File: config.mk
export PLATFORM = sky130hd
export DESIGN_NAME = adder_arbiter
export DESIGN_NICKNAME = d
export VERILOG_FILES = /design/src/rtl/adder_arb_pkg.sv /design/src/rtl/adder_arbiter_rr_arbiter.sv /design/src/rtl/adder_arbiter.sv
export SDC_FILE = /design/constraint.sdc
export NUM_CORES = 1
export LEC_CHECK = 0
export CAP_MARGIN = 0
export CORE_UTILIZATION = 40
export DETAILED_ROUTE_END_ITERATION = 7
export GPL_TIMING_DRIVEN = 0
export PLACE_DENSITY_LB_ADDON = 0.3
export SLEW_MARGIN = 20
export SYNTH_ARGS = -nofsm -noshare
export SYNTH_HDL_FRONTEND = slang
export SYNTH_HIERARCHICAL = 1
export SYNTH_SLANG_ARGS = --single-unit
export TNS_END_PERCENT = 50
File: constraint.sdc
create_clock -name clk -period 2.4 [get_ports clk]
set_input_delay 0.48 -clock clk [delete_from_list [all_inputs] [get_ports clk]]
set_output_delay 0.48 -clock clk [all_outputs]
set_load 0.01 [all_outputs]
File: src/rtl/adder_arb_pkg.sv
// Shared types and default sizing for the shared-adder arbiter.
package adder_arb_pkg;

  typedef enum logic [1:0] {
    IDLE = 2'd0,
    EXEC = 2'd1,
    RESP = 2'd2
  } arb_state_t;

  localparam int NREQ_DEF = 4;
  localparam int W_DEF    = 8;

endpackage

File: src/rtl/adder_arbiter_rr_arbiter.sv
// Combinational round-robin arbiter: highest priority goes to index ptr,
// then ptr+1 upward with wrap.
module rr_arbiter #(
  parameter int NREQ = 4,
  parameter int IDW  = $clog2(NREQ)
) (
  input  logic [NREQ-1:0] req,
  input  logic [IDW-1:0]  ptr,
  output logic [NREQ-1:0] gnt,
  output logic [IDW-1:0]  gnt_idx
);

  logic [IDW-1:0] w_idx;

  // Scan from the farthest slot back to ptr so the nearest requester wins.
  always_comb begin
    w_idx   = {IDW{1'b0}};
    gnt_idx = {IDW{1'b0}};
    for (int k = NREQ - 1; k >= 0; k--) begin
      w_idx = IDW'((int'(ptr) + k) % NREQ);
      if (req[w_idx]) begin
        gnt_idx = w_idx;
      end else begin
        gnt_idx = gnt_idx;
      end
    end
    if (|req) begin
      gnt = {{(NREQ-1){1'b0}}, 1'b1} << gnt_idx;
    end else begin
      gnt = {NREQ{1'b0}};
    end
  end

endmodule

File: src/rtl/adder_arbiter.sv
// One registered adder shared by NREQ requesters under round-robin arbitration.
// Define ADDER_ARB_SAT_EN to saturate the sum instead of wrapping it.
module adder_arbiter
  import adder_arb_pkg::*;
#(
  parameter int NREQ = NREQ_DEF,
  parameter int W    = W_DEF,
  parameter int IDW  = $clog2(NREQ)
) (
  input  logic              clk,
  input  logic              rst,
  input  logic [NREQ-1:0]   req_valid,
  output logic [NREQ-1:0]   req_ready,
  input  logic [NREQ*W-1:0] req_a,
  input  logic [NREQ*W-1:0] req_b,
  output logic              res_valid,
  input  logic              res_ready,
  output logic [W-1:0]      res_sum,
  output logic              res_carry,
  output logic [IDW-1:0]    res_id
);

  arb_state_t     r_state;
  arb_state_t     w_state_next;
  logic [IDW-1:0] r_ptr;
  logic [W-1:0]   r_a;
  logic [W-1:0]   r_b;
  logic [IDW-1:0] r_id;
  logic [W-1:0]   r_sum;
  logic           r_carry;
  logic [IDW-1:0] r_res_id;
  logic           r_res_valid;

  logic [NREQ-1:0] w_gnt;
  logic [IDW-1:0]  w_gnt_idx;
  logic [IDW-1:0]  w_ptr_next;
  logic [W-1:0]    w_sel_a;
  logic [W-1:0]    w_sel_b;
  logic [W:0]      w_sum_full;
  logic [W-1:0]    w_sum;
  logic            w_carry;

  rr_arbiter #(
    .NREQ (NREQ),
    .IDW  (IDW)
  ) u_rr (
    .req     (req_valid),
    .ptr     (r_ptr),
    .gnt     (w_gnt),
    .gnt_idx (w_gnt_idx)
  );

  // Grant is offered only while idle; the arbiter output is don't-care otherwise.
  always_comb begin
    req_ready = {NREQ{1'b0}};
    if (r_state == IDLE) begin
      req_ready = w_gnt;
    end else begin
      req_ready = {NREQ{1'b0}};
    end
  end

  // One-hot operand mux keeps every part-select index constant.
  always_comb begin
    w_sel_a = {W{1'b0}};
    w_sel_b = {W{1'b0}};
    for (int i = 0; i < NREQ; i++) begin
      if (w_gnt[i]) begin
        w_sel_a = w_sel_a | req_a[i*W +: W];
        w_sel_b = w_sel_b | req_b[i*W +: W];
      end else begin
        w_sel_a = w_sel_a;
        w_sel_b = w_sel_b;
      end
    end
  end

  // Pointer moves to the slot just after the winner.
  always_comb begin
    w_ptr_next = {IDW{1'b0}};
    if (w_gnt_idx == IDW'(NREQ - 1)) begin
      w_ptr_next = {IDW{1'b0}};
    end else begin
      w_ptr_next = w_gnt_idx + {{(IDW-1){1'b0}}, 1'b1};
    end
  end

  // Unsigned add; saturating build clamps to all-ones and flags it in carry.
  always_comb begin
    w_sum_full = {1'b0, r_a} + {1'b0, r_b};
`ifdef ADDER_ARB_SAT_EN
    if (w_sum_full[W]) begin
      w_sum   = {W{1'b1}};
      w_carry = 1'b1;
    end else begin
      w_sum   = w_sum_full[W-1:0];
      w_carry = 1'b0;
    end
`else
    w_sum   = w_sum_full[W-1:0];
    w_carry = w_sum_full[W];
`endif
  end

  // FSM state register.
  always_ff @(posedge clk or posedge rst) begin
    if (rst) begin
      r_state <= IDLE;
    end else begin
      r_state <= w_state_next;
    end
  end

  // FSM next-state logic.
  always_comb begin
    w_state_next = r_state;
    case (r_state)
      IDLE: begin
        if (|req_valid) begin
          w_state_next = EXEC;
        end else begin
          w_state_next = IDLE;
        end
      end
      EXEC: w_state_next = RESP;
      RESP: begin
        if (res_ready) begin
          w_state_next = IDLE;
        end else begin
          w_state_next = RESP;
        end
      end
      default: w_state_next = IDLE;
    endcase
  end

  // Operand capture, result registers and arbitration pointer.
  always_ff @(posedge clk or posedge rst) begin
    if (rst) begin
      r_ptr       <= {IDW{1'b0}};
      r_a         <= {W{1'b0}};
      r_b         <= {W{1'b0}};
      r_id        <= {IDW{1'b0}};
      r_sum       <= {W{1'b0}};
      r_carry     <= 1'b0;
      r_res_id    <= {IDW{1'b0}};
      r_res_valid <= 1'b0;
    end else begin
      case (r_state)
        IDLE: begin
          if (|req_valid) begin
            r_a   <= w_sel_a;
            r_b   <= w_sel_b;
            r_id  <= w_gnt_idx;
            r_ptr <= w_ptr_next;
          end
        end
        EXEC: begin
          r_sum       <= w_sum;
          r_carry     <= w_carry;
          r_res_id    <= r_id;
          r_res_valid <= 1'b1;
        end
        RESP: begin
          if (res_ready) begin
            r_res_valid <= 1'b0;
          end
        end
        default: r_res_valid <= 1'b0;
      endcase
    end
  end

  assign res_valid = r_res_valid;
  assign res_sum   = r_sum;
  assign res_carry = r_carry;
  assign res_id    = r_res_id;

endmodule

==> impl_metrics.py, run 1 <==
metrics = {
    "routing": {
        "drt_iter0_drc": 123,
        "vias": 2135,
        "wl_per_cell_um": 15.4,
        "met1_length_mm": 2.64,
        "wl_met3_um": 263,
        "antenna_left": 0,
        "via_per_inst": 5.46,
        "maxUsedRoutingLayer": "met4",
        "dr.pass1.iters": 4,
        "drt-total-wl_mm": 6.02,
        "drcViolationCount": 0,
        "met2WireLength_mm": 3.03,
    },
    "timing": {
        "drv_slew": 0,
        "hold_viol": 0,
        "rsz0062_at_grt": "false",
        "relSlewSlack_pct": 54.3,
        "tightest_slew_ns": 0.684,
        "fin_crit_sh_pct": 96.4,
        "fin_crit_ns": 2.31,
        "worst_slack_ns": 0.0860,
        "finalSetupViolations": 0,
        "skew_ns": 0.00265,
        "timing.fmax_mhz": 432,
    },
    "placed_design": {
        "placed_cell_area_sq_mm": 0.00308,
        "hpwl_mm": 4.42,
        "place_congestion": 0.880,
        "io_buffer_count": 86,
        "post-place-ws_ns": -1.05,
    },
    "synth": {
        "synthXorXnorAreaFrac_pct": 0.820,
        "synthAdderAreaFrac_pct": 6.21,
        "yosys.area.top_type": "dfrtp_1",
        "synth.area.mux_share_pct": 4.69,
        "yosys-top-cells-area": "dfrtp_1, a22oi_1, ha_1",
        "synthDominantCellAreaShare_pct": 39.8,
        "synth-seq-cells": 34,
        "netlist_area_sq_mm": 0.00214,
        "yosysUniqueCellTypes": 47,
        "postSynthCellCount": 219,
        "synth_nets": 300,
        "synth_top_family_by_area": "compound AO/OA/AOI/OAI gates",
        "synth_compound_area_share_pct": 30.5,
        "synthSimpleGateAreaFrac_pct": 12.2,
        "ys_seq_area_share_pct": 39.8,
        "ys_warn_count": 6,
        "synth.avg_cell_area_sq_um": 9.75,
    },
    "grt": {
        "grt_pass1_vias": 2082,
        "gr-usage-all-layers_pct": 23.3,
        "antenna_found_initial": 0,
        "grt_pass1_wl_mm": 9.74,
        "grt_max_degree": 35,
        "grt-ovfl-total": 0,
    },
    "floorplan": {
        "design.die.area_sq_mm": 0.00564,
        "design.core.area_sq_mm": 0.00514,
        "die_w_um": 75.1,
        "std_cell_rows": 26,
        "die_y_um": 75.1,
        "initial_core_util_pct": 41.6,
        "io_pins": 87,
    },
    "finish": {
        "num_antenna_cells": 0,
        "nFillCells": 454,
        "area_growth_pct": 56.1,
        "stdcell_area_sq_mm": 0.00333,
        "final_cell_mix": "clkdlybuf4s50_1, dfrtp_1, a22oi_1, nor2_1, a31oi_1",
        "nNetsFinal": 401,
        "final_common_cell": "clkdlybuf4s50_1",
        "layout-drive-gt1-share_pct": 16.2,
    },
    "clock_tree": {
        "cts_tree": "done",
        "clock_latency_ns": 0.28,
        "htree_levels": 2,
        "clockBufferDepth": 2,
        "cts.sink_count": 34,
        "clock-root-buffer": "clkbuf_8",
        "cts_made_buffers": 5,
        "path_clk_slew_ns": 0.07,
    },
    "power_and_ir_drop": {
        "p_seq_share_pct": 27.0,
        "power_leakage_nw": 1.37,
        "ir_drop_v": 0.000523,
        "switching_share_pct": 39.7,
        "pwr-share-clk_pct": 12.4,
        "p_per_area_mw_per_mm2": 1230,
        "power.switching_mw": 1.63,
        "power.internal_mw": 2.48,
        "combPwrFrac_pct": 60.6,
    },
    "status": {
        "status": "finished clean",
    },
    "worst_hold_path": {
        "hp-class": "reg2reg",
    },
    "flow_run": {
        "max_cap_violations": 0,
    },
    "setup_path": {
        "cp_max_fo": 10,
        "worstSetupPathType": "in2out",
        "endpoint_kind": "output pin",
        "critPathRequiredTime_ns": 1.92,
        "critPathLaunchType": "input pin",
        "worstPathArrival_ns": 1.83,
    },
}
## worst max-delay path, stage by stage
cell	delay (ns)
dlygate4sd2_1	0.24
buf_6	0.14
o2bb2ai_1	0.06
a22o_1	0.22
and2_4	0.17
clkbuf_16	0.16
and2_1	0.14
clkdlybuf4s15_2	0.22
## power by group through the flow
stage / clock, mW / combinational [mW] / sequential, mW
CTS: 0.518 / 2.48 / 1.11
detailed placement: 0 / 2.35 / 1.12
floorplan: 0 / 1.60 / 1.11
finish: 0.511 / 2.49 / 1.11
global placement: 0 / 2.31 / 1.11
global route: 0.536 / 2.77 / 1.16
## timing repair
| action | CTS | global route |
|---|---|---|
| setup endpoints to repair | 4 | 0 |
| hold buffers | 0 | 0 |
| gates resized for setup | 39 | 0 |
| setup buffers | 11 | 0 |
## through the flow
step | cells | hold slack, ns | power (mW) | util [%] | setup TNS, ns
finish | 391 | 0.476 | 4.11 | 64.8 | 0
floorplan | 219 | 0.477 | 2.71 | - | 0
global placement | 375 | 0.459 | 3.42 | 60.0 | -7.86
CTS | 391 | 0.482 | 4.11 | 64.8 | 0
global route | 391 | 0.519 | 4.46 | 64.8 | 0
detailed placement | 375 | 0.466 | 3.47 | 60.0 | -7.88
## path summary, 6_finish.rpt
path | slack (ns) | depth (start not counted) | start | to
worst max-delay path | 0.09 | 8 | req_valid[1] | req_ready[0]
worst min-delay path | 0.48 | 2 | res_sum[2] | res_sum[2]
worst max register to register | 0.32 | 6 | r_a[0] | res_sum[6]
worst min register to register | 0.48 | 2 | res_sum[2] | res_sum[2]
max in group asynchronous | 1.34 | 2 | rst | r_a[2]
min in group asynchronous | 0.62 | 2 | rst | r_state[1]
## synth_stat cells, drive strengths merged
| library cell | number |
|---|---|
| and2 | 5 |
| clkbuf | 8 |
| a21o | 2 |
| a221o | 1 |
| o2bb2a | 1 |
| xor2 | 1 |
| o21a | 4 |
| a31oi | 17 |
| a221oi | 1 |
| nor2b | 1 |
| o21bai | 2 |
| nor2 | 23 |
| o221a | 2 |
| a211o | 1 |
| a22oi | 32 |
| a211oi | 4 |
| dfrtp | 34 |
| ha | 9 |
| o31a | 1 |
| a21oi | 6 |
| nand4bb | 1 |
| or3 | 1 |
| buf | 9 |
| o21ai | 9 |
| inv | 7 |
| o22ai | 1 |
| o31ai | 3 |
| fa | 1 |
| mux2 | 8 |
| nand2b | 1 |
| nor3b | 3 |
| mux2i | 1 |
| xnor2 | 1 |
| nand2 | 6 |
| o2bb2ai | 1 |
| nand3 | 1 |
| nor4 | 2 |
| nor3 | 4 |
| a21boi | 2 |
| a22o | 1 |
| or4 | 1 |
## layer usage
layer	up-vias	global-route usage [%]
met1	1025	30.1
met4	0	7.13
li1	1040	-
met3	7	3.88
met5	-	0
met2	63	39.9
## flip-flops by register name (all words and copies together), names as in the netlist
signal,cells
r_state,2
res_sum,8
r_a,8
r_ptr,2
res_id,2
res_carry,1
res_valid,1
r_b,8
r_id,2
## cell families after synthesis
kind of cell               Yosys count
and+or+nand+nor                     49
adders and majority gates           10
xor gates and xnor gates             2
muxes                                9
DFF                                 34
AOI/OAI and AO/OA                   91
buffers and inverters               24
## area by class of cell
| class | count | area (sq um) | share of cell area [%] |
|---|---|---|---|
| Clock buffer | 7 | 76.3 | 2.29 |
| Inverter | 7 | 26.3 | 0.788 |
| Multi-Input combinational cell | 161 | 1170 | 35.1 |
| Buffer | 14 | 158 | 4.73 |
| Timing Repair Buffer | 97 | 936 | 28.1 |
| Tap cell | 70 | 87.6 | 2.63 |
| Sequential cell | 34 | 851 | 25.5 |
| Clock inverter | 1 | 30.0 | 0.901 |
No activity file was read; power rests on OpenSTA's default activity.
==> inputs of run 2 (changes only) <==
--- a/config.mk
+++ b/config.mk
@@ -7,6 +7,7 @@
 export LEC_CHECK = 0
 export CAP_MARGIN = 0
 export CORE_UTILIZATION = 40
+export CTS_BUF_LIST = sky130_fd_sc_hd__clkbuf_8
 export DETAILED_ROUTE_END_ITERATION = 7
 export GPL_TIMING_DRIVEN = 0
 export PLACE_DENSITY_LB_ADDON = 0.3
==> run 2 against run 1 <==
  * Utilization stayed put
  * Worst setup slack better by 0.0011 ns
  * Clock power is 2% lower
  * Clock skew hardly changed
  * Critical path depth stayed put
  * Hold slack hardly changed
  * Combinational power hardly changed
  * Largest cell class unchanged
  * Highest routed layer unchanged
==> impl_metrics.py, run 2 (synthesis gave the netlist of run 1 again) <==
metrics = {
    "floorplan": {
        "die_y_um": 75.1,
        "io_pins": 87,
        "initial_core_util_pct": 41.6,
        "die_w_um": 75.1,
        "design.die.area_sq_mm": 0.00564,
        "design.core.area_sq_mm": 0.00514,
        "std_cell_rows": 26,
    },
    "setup_path": {
        "critPathLaunchType": "input pin",
        "crit_cells": 8,
        "endpoint_kind": "output pin",
        "critPathBufInv": 4,
        "worstSetupPathType": "in2out",
        "worstPathArrival_ns": 1.83,
        "cpPeakStageDelay_ns": 0.24,
        "r2r_cells": 6,
        "rrSetupSlack_ns": 0.32,
        "path_cells": "dlygate4sd2_1 > buf_6 > o2bb2ai_1 > a22o_1 > and2_4 > clkbuf_16 > and2_1 > clkdlybuf4s15_2",
        "r2r_start": "r_a[0]",
        "cp_max_fo": 10,
        "critPathRequiredTime_ns": 1.92,
        "worst_path_max_delay_cell": "dlygate4sd2_1",
        "crit_family": "buffers and inverters",
        "r2r_end": "res_sum[6]",
    },
    "finish": {
        "nNetsFinal": 401,
        "area_growth_pct": 56.1,
        "num_antenna_cells": 0,
        "final_cells": 391,
        "final_common_cell": "clkdlybuf4s50_1",
        "layout-drive-gt1-share_pct": 16.2,
        "nFillCells": 454,
        "final_cell_mix": "clkdlybuf4s50_1, dfrtp_1, a22oi_1, nor2_1, a31oi_1",
    },
    "grt": {
        "antenna_found_initial": 0,
        "grt_pass1_vias": 2082,
        "grt_pass1_wl_mm": 9.74,
        "gr-usage-all-layers_pct": 23.3,
        "grt_max_degree": 35,
        "grt-ovfl-total": 0,
    },
    "routing": {
        "drt_iter0_drc": 118,
        "antenna_left": 0,
        "vias": 2137,
        "dr.pass1.iters": 4,
        "drcViolationCount": 0,
        "wl_per_cell_um": 15.4,
        "via_per_inst": 5.47,
        "drt-total-wl_mm": 6.02,
    },
    "clock_tree": {
        "clock-root-buffer": "clkbuf_8",
        "cts_made_buffers": 5,
        "path_clk_slew_ns": 0.07,
        "cts.sink_count": 34,
        "clockBufferDepth": 2,
        "htree_levels": 2,
        "cts_hold_buffers": 0,
        "cts_tree": "done",
        "clock_latency_ns": 0.28,
    },
    "power_and_ir_drop": {
        "ir_drop_v": 0.000523,
        "power_leakage_nw": 1.38,
        "p_per_area_mw_per_mm2": 1230,
        "power.total_mw": 4.11,
    },
    "worst_hold_path": {
        "hold_depth": 2,
        "hp-class": "reg2reg",
        "min-delay-start": "res_sum[2]",
        "holdPathEnd": "res_sum[2]",
    },
    "timing": {
        "finalSetupViolations": 0,
        "hold_viol": 0,
        "setup_tns_ns": 0,
        "skew_ns": 0.00260,
        "relSlewSlack_pct": 54.5,
        "fin_crit_ns": 2.31,
        "tightest_slew_ns": 0.681,
        "timing.fmax_mhz": 432,
        "fin_crit_sh_pct": 96.4,
        "drv_slew": 0,
        "rsz0062_at_grt": "false",
    },
    "placed_design": {
        "hpwl_mm": 4.42,
        "place_congestion": 0.880,
        "dp_cells": 375,
        "io_buffer_count": 86,
    },
    "status": {
        "status": "finished clean",
    },
    "flow_run": {
        "max_cap_violations": 0,
    },
}
-- run 2: final cells by class --
cell class	count	area (sq um)	area share, %
clock inverter	3	37.5	1.13
tap	70	87.6	2.63
timing repair buffer	97	936	28.1
sequential	34	851	25.5
buffer	14	158	4.73
inverter	7	26.3	0.788
clock buffer	5	68.8	2.06
multi-input combinational	161	1170	35.1
-- run 2: worst reg2reg max path, delay by kind of cell (launching register included) --
kind	cells	cell delay, ns
AO/OA/AOI/OAI	3	0.77
adder cells (fa/ha/maj)	2	0.72
flip-flops	1	0.40
AND/OR/NAND/NOR	1	0.10
-- run 2: worst max-delay path by stage --
stage               slack, ns      endpoint          from
global placement        -1.09  req_ready[2]  req_valid[0]
detailed placement      -1.05  req_ready[2]  req_valid[0]
floorplan                0.24  req_ready[2]  req_valid[0]
finish                   0.09  req_ready[0]  req_valid[1]
CTS                      0.10  req_ready[0]      r_ptr[0]
global route             0.02  req_ready[1]  req_valid[2]
-- run 2: timing repair --
action | CTS | global route
gates resized for setup | 39 | 0
buffers inserted | 11 | 0
endpoints found under the setup margin | 4 | 0
-- run 2: power breakdown --
| part | internal (mW) | total [mW] | switching, mW |
|---|---|---|---|
| clock | 0.302 | 0.503 | 0.201 |
| sequential | 0.885 | 1.11 | 0.226 |
| combinational | 1.28 | 2.49 | 1.21 |
-- run 2: routing by layer --
layer / up-vias / track usage (%) / part of all wire (%)
li1: 1041 / - / -
met1: 1024 / 30.1 / 44
met2: 65 / 39.9 / 50
met3: 7 / 3.88 / 4.5
met4: 0 / 7.13 / 1.3
met5: - / 0 / 0
-- run 2: through the flow --
| step | worst slack (ns) | area (sq um) | hold slack, ns | util [%] |
|---|---|---|---|---|
| finish | 0.0871 | 3330 | 0.476 | 64.8 |
| global route | 0.0176 | 3330 | 0.519 | 64.8 |
| CTS | 0.105 | 3330 | 0.482 | 64.8 |
| detailed placement | -1.05 | 3080 | 0.466 | 60.0 |
| global placement | -1.09 | 3080 | 0.459 | 60.0 |
| floorplan | 0.240 | 2140 | 0.477 | - |
==> inputs of run 3 (changes only) <==
--- a/config.mk
+++ b/config.mk
@@ -5,6 +5,7 @@
 export SDC_FILE = /design/constraint.sdc
 export NUM_CORES = 1
 export LEC_CHECK = 0
+export ABC_AREA = 1
 export CAP_MARGIN = 0
 export CORE_UTILIZATION = 40
 export CTS_BUF_LIST = sky130_fd_sc_hd__clkbuf_8
==> run 3 against run 2 <==
  * The run now ends with setup timing left
  * Critical path depth increased by 6
  * Sequential cell count unchanged
  * Final cell count increased by 29%
  * Via count increased by 14%
  * Cell area increased by 7.2%
  * Synthesized area increased by 11%
  * Critical path type unchanged
  * Largest power group unchanged
==> impl_metrics.py, run 3 <==
metrics = {
    "power_and_ir_drop": {
        "p_seq_share_pct": 19.9,
        "power.internal_mw": 2.72,
        "power_leakage_nw": 1.73,
        "switching_share_pct": 49.1,
        "combPwrFrac_pct": 72.1,
        "power.switching_mw": 2.62,
        "p_per_area_mw_per_mm2": 1490,
        "ir_drop_v": 0.00108,
        "pwr-share-clk_pct": 8.0,
    },
    "finish": {
        "stdcell_area_sq_mm": 0.00357,
        "multi_input_area_sq_mm": 0.00142,
        "num_antenna_cells": 0,
        "utilization_pct": 63.7,
        "final_common_cell": "nand2_1",
        "nFillCells": 530,
        "area_growth_pct": 51.1,
        "final_cell_mix": "nand2_1, clkdlybuf4s50_1, dfrtp_1, nand3_1, a21oi_1",
        "layout-drive-gt1-share_pct": 19.1,
        "nNetsFinal": 514,
        "regArea_sq_um": 853,
    },
    "setup_path": {
        "cp_max_fo": 3,
        "worstSetupPathType": "in2out",
        "worst_path_most_repeated_cell": "nand2_2",
        "critPathLaunchType": "input pin",
        "path_cells": "clkdlybuf4s15_1 > inv_1 > nand2_2 > nand3_2 > nand2_1 > inv_2 > nand2_2 > nand2_2 > nand2_4 > inv_4 > nor2_4 > inv_1 > nor2_1 > buf_2",
        "endpoint_kind": "output pin",
        "cpPeakStageDelay_ns": 0.27,
        "critPathRequiredTime_ns": 1.92,
        "worst_path_max_delay_cell": "clkdlybuf4s15_1",
        "worstPathArrival_ns": 1.93,
    },
    "timing": {
        "finalSetupViolations": 2,
        "tightest_slew_ns": 0.675,
        "relSlewSlack_pct": 54.9,
        "hold_viol": 0,
        "fin_crit_sh_pct": 101,
        "skew_ns": 0.00404,
        "setup_tns_ns": -0.0187,
        "rsz0062_at_grt": "true",
        "worst_slack_ns": -0.0121,
        "drv_slew": 0,
        "timing.fmax_mhz": 415,
        "fin_crit_ns": 2.41,
    },
    "synth": {
        "ys_seq_area_share_pct": 36.0,
        "ys_warn_count": 6,
        "synth_flop_cell": "dfrtp_1",
        "postSynthCellCount": 336,
        "synth_common_cells": "nand2_1, dfrtp_1, nand3_1, inv_1, a21oi_1",
        "synth-seq-cells": 34,
        "yosys.area.top_type": "dfrtp_1",
        "synthMostInstantiatedCell": "nand2_1",
        "synth_nets": 417,
        "yosysUniqueCellTypes": 25,
        "synth.avg_cell_area_sq_um": 7.04,
        "ys_async_sr_fraction_pct": 100,
        "synthDominantCellAreaShare_pct": 36.0,
        "synth_edf_count": 0,
        "yosys-top-cells-area": "dfrtp_1, nand2_1, nand3_1",
        "netlist_area_sq_mm": 0.00236,
    },
    "floorplan": {
        "io_pins": 87,
        "die_y_um": 78.9,
        "std_cell_rows": 27,
        "die_w_um": 78.9,
        "design.core.area_sq_mm": 0.00561,
        "initial_core_util_pct": 42.2,
        "design.die.area_sq_mm": 0.00622,
    },
    "placed_design": {
        "hpwl_mm": 4.84,
        "place_congestion": 0.843,
        "placed_cell_area_sq_mm": 0.00332,
        "io_buffer_count": 86,
        "post-place-ws_ns": -1.08,
    },
    "routing": {
        "antenna_left": 0,
        "dr.pass1.iters": 4,
        "drt_iter0_drc": 96,
        "drt-total-wl_mm": 6.32,
        "vias": 2446,
        "wl_per_cell_um": 12.5,
        "drcViolationCount": 0,
        "via_per_inst": 4.83,
    },
    "clock_tree": {
        "path_clk_slew_ns": 0.07,
        "clock-root-buffer": "clkbuf_8",
        "clockBufferDepth": 2,
        "cts_made_buffers": 5,
        "htree_levels": 2,
        "cts.sink_count": 34,
        "cts_tree": "done",
        "clock_latency_ns": 0.28,
        "cts_hold_buffers": 0,
    },
    "grt": {
        "grt-ovfl-total": 0,
        "gr-usage-all-layers_pct": 20.0,
        "grt_max_degree": 35,
        "grt_use_met2_pct": 34.1,
        "grt_use_met1_pct": 25.8,
        "use_met3_pct": 5.06,
        "antenna_found_initial": 0,
        "grt_pass1_vias": 2170,
        "grt_pass1_wl_mm": 9.82,
        "grt.busiest_layer": "met2",
    },
    "worst_hold_path": {
        "hp-class": "reg2reg",
    },
    "status": {
        "status": "complete, but fails checks",
        "violations": "setup timing",
    },
    "flow_run": {
        "max_cap_violations": 0,
    },
}
-- run 3: changes by cell type after synthesis, moves of 5 or more --
cell / change
nand3_1: +30
a22oi_1: -32
and2_1: -5
clkbuf_1: -8
nor2_1: -7
o21ai_2: +9
mux2_2: -8
inv_1: +17
a31oi_1: -16
nand2_2: +5
buf_6: +7
nand2_1: +131
a21oi_1: +14
inv_2: +6
-- run 3: cell families (layout without fill, tap and decap cells) --
| logic type | after synthesis | in the layout | synth area share (%) |
|---|---|---|---|
| simple gates | 201 | 201 | 36.6 |
| compound gates | 47 | 47 | 11.5 |
| buf+inv | 44 | 142 | 10.3 |
| flops | 34 | 34 | 36.0 |
| fa+ha+maj | 10 | 10 | 5.61 |
-- run 3: worst max-delay path: cells and delay by family --
family / cells / cell delay, ns
and+or+nand+nor: 8 / 0.77
buffers and inverters: 6 / 0.67
-- run 3: path summary, 6_finish.rpt --
kind / depth (start not counted) / slack, ns / end / startpoint
min in group asynchronous: 2 / 0.62 / res_id[0] / rst
worst max-delay path: 14 / -0.01 / req_ready[3] / req_valid[0]
max in group asynchronous: 2 / 1.30 / r_ptr[1] / rst
worst min register to register: 2 / 0.48 / res_id[1] / res_id[1]
worst max register to register: 16 / 0.15 / r_b[1] / r_ptr[1]
worst min-delay path: 2 / 0.48 / res_id[1] / res_id[1]
-- run 3: final cells by class --
cell class,count,share of cell area (%)
inverters,30,3.29
multi-input cells,258,39.7
flip-flops and latches,34,23.9
clock buffers,6,2.31
clock inverters,2,0.245
repair buffers,98,26.1
well taps,72,2.52
plain buffers,6,2.00
-- run 3: timing repair --
action                     CTS  global route
cloned                       0             1
setup endpoints to repair    4             4
gates resized for setup     29            41
buffers inserted             7             4
pin swaps                    7            21
-- run 3: power groups by stage --
stage	Sequential (mW)	Combinational, mW	Clock [mW]
finish	1.06	3.85	0.425
global route	1.10	4.28	0.471
CTS	1.05	3.53	0.434
detailed placement	1.06	3.48	0
global placement	1.05	3.38	0
floorplan	1.07	2.46	0
-- run 3: routing by layer --
metal / wire [um] / vias up
met5: 0 / -
met4: 74 / 0
met3: 386 / 11
met2: 3000 / 102
met1: 2860 / 1062
li1: - / 1271
-- run 3: through the flow --
stage                     instances  power (mW)  hold slack, ns
after floorplan                 336        3.53           0.449
after global placement          494        4.42           0.456
after detailed placement        494        4.54           0.465
after CTS                       505        5.02           0.482
after global routing            506        5.85           0.516
final                           506        5.34           0.477
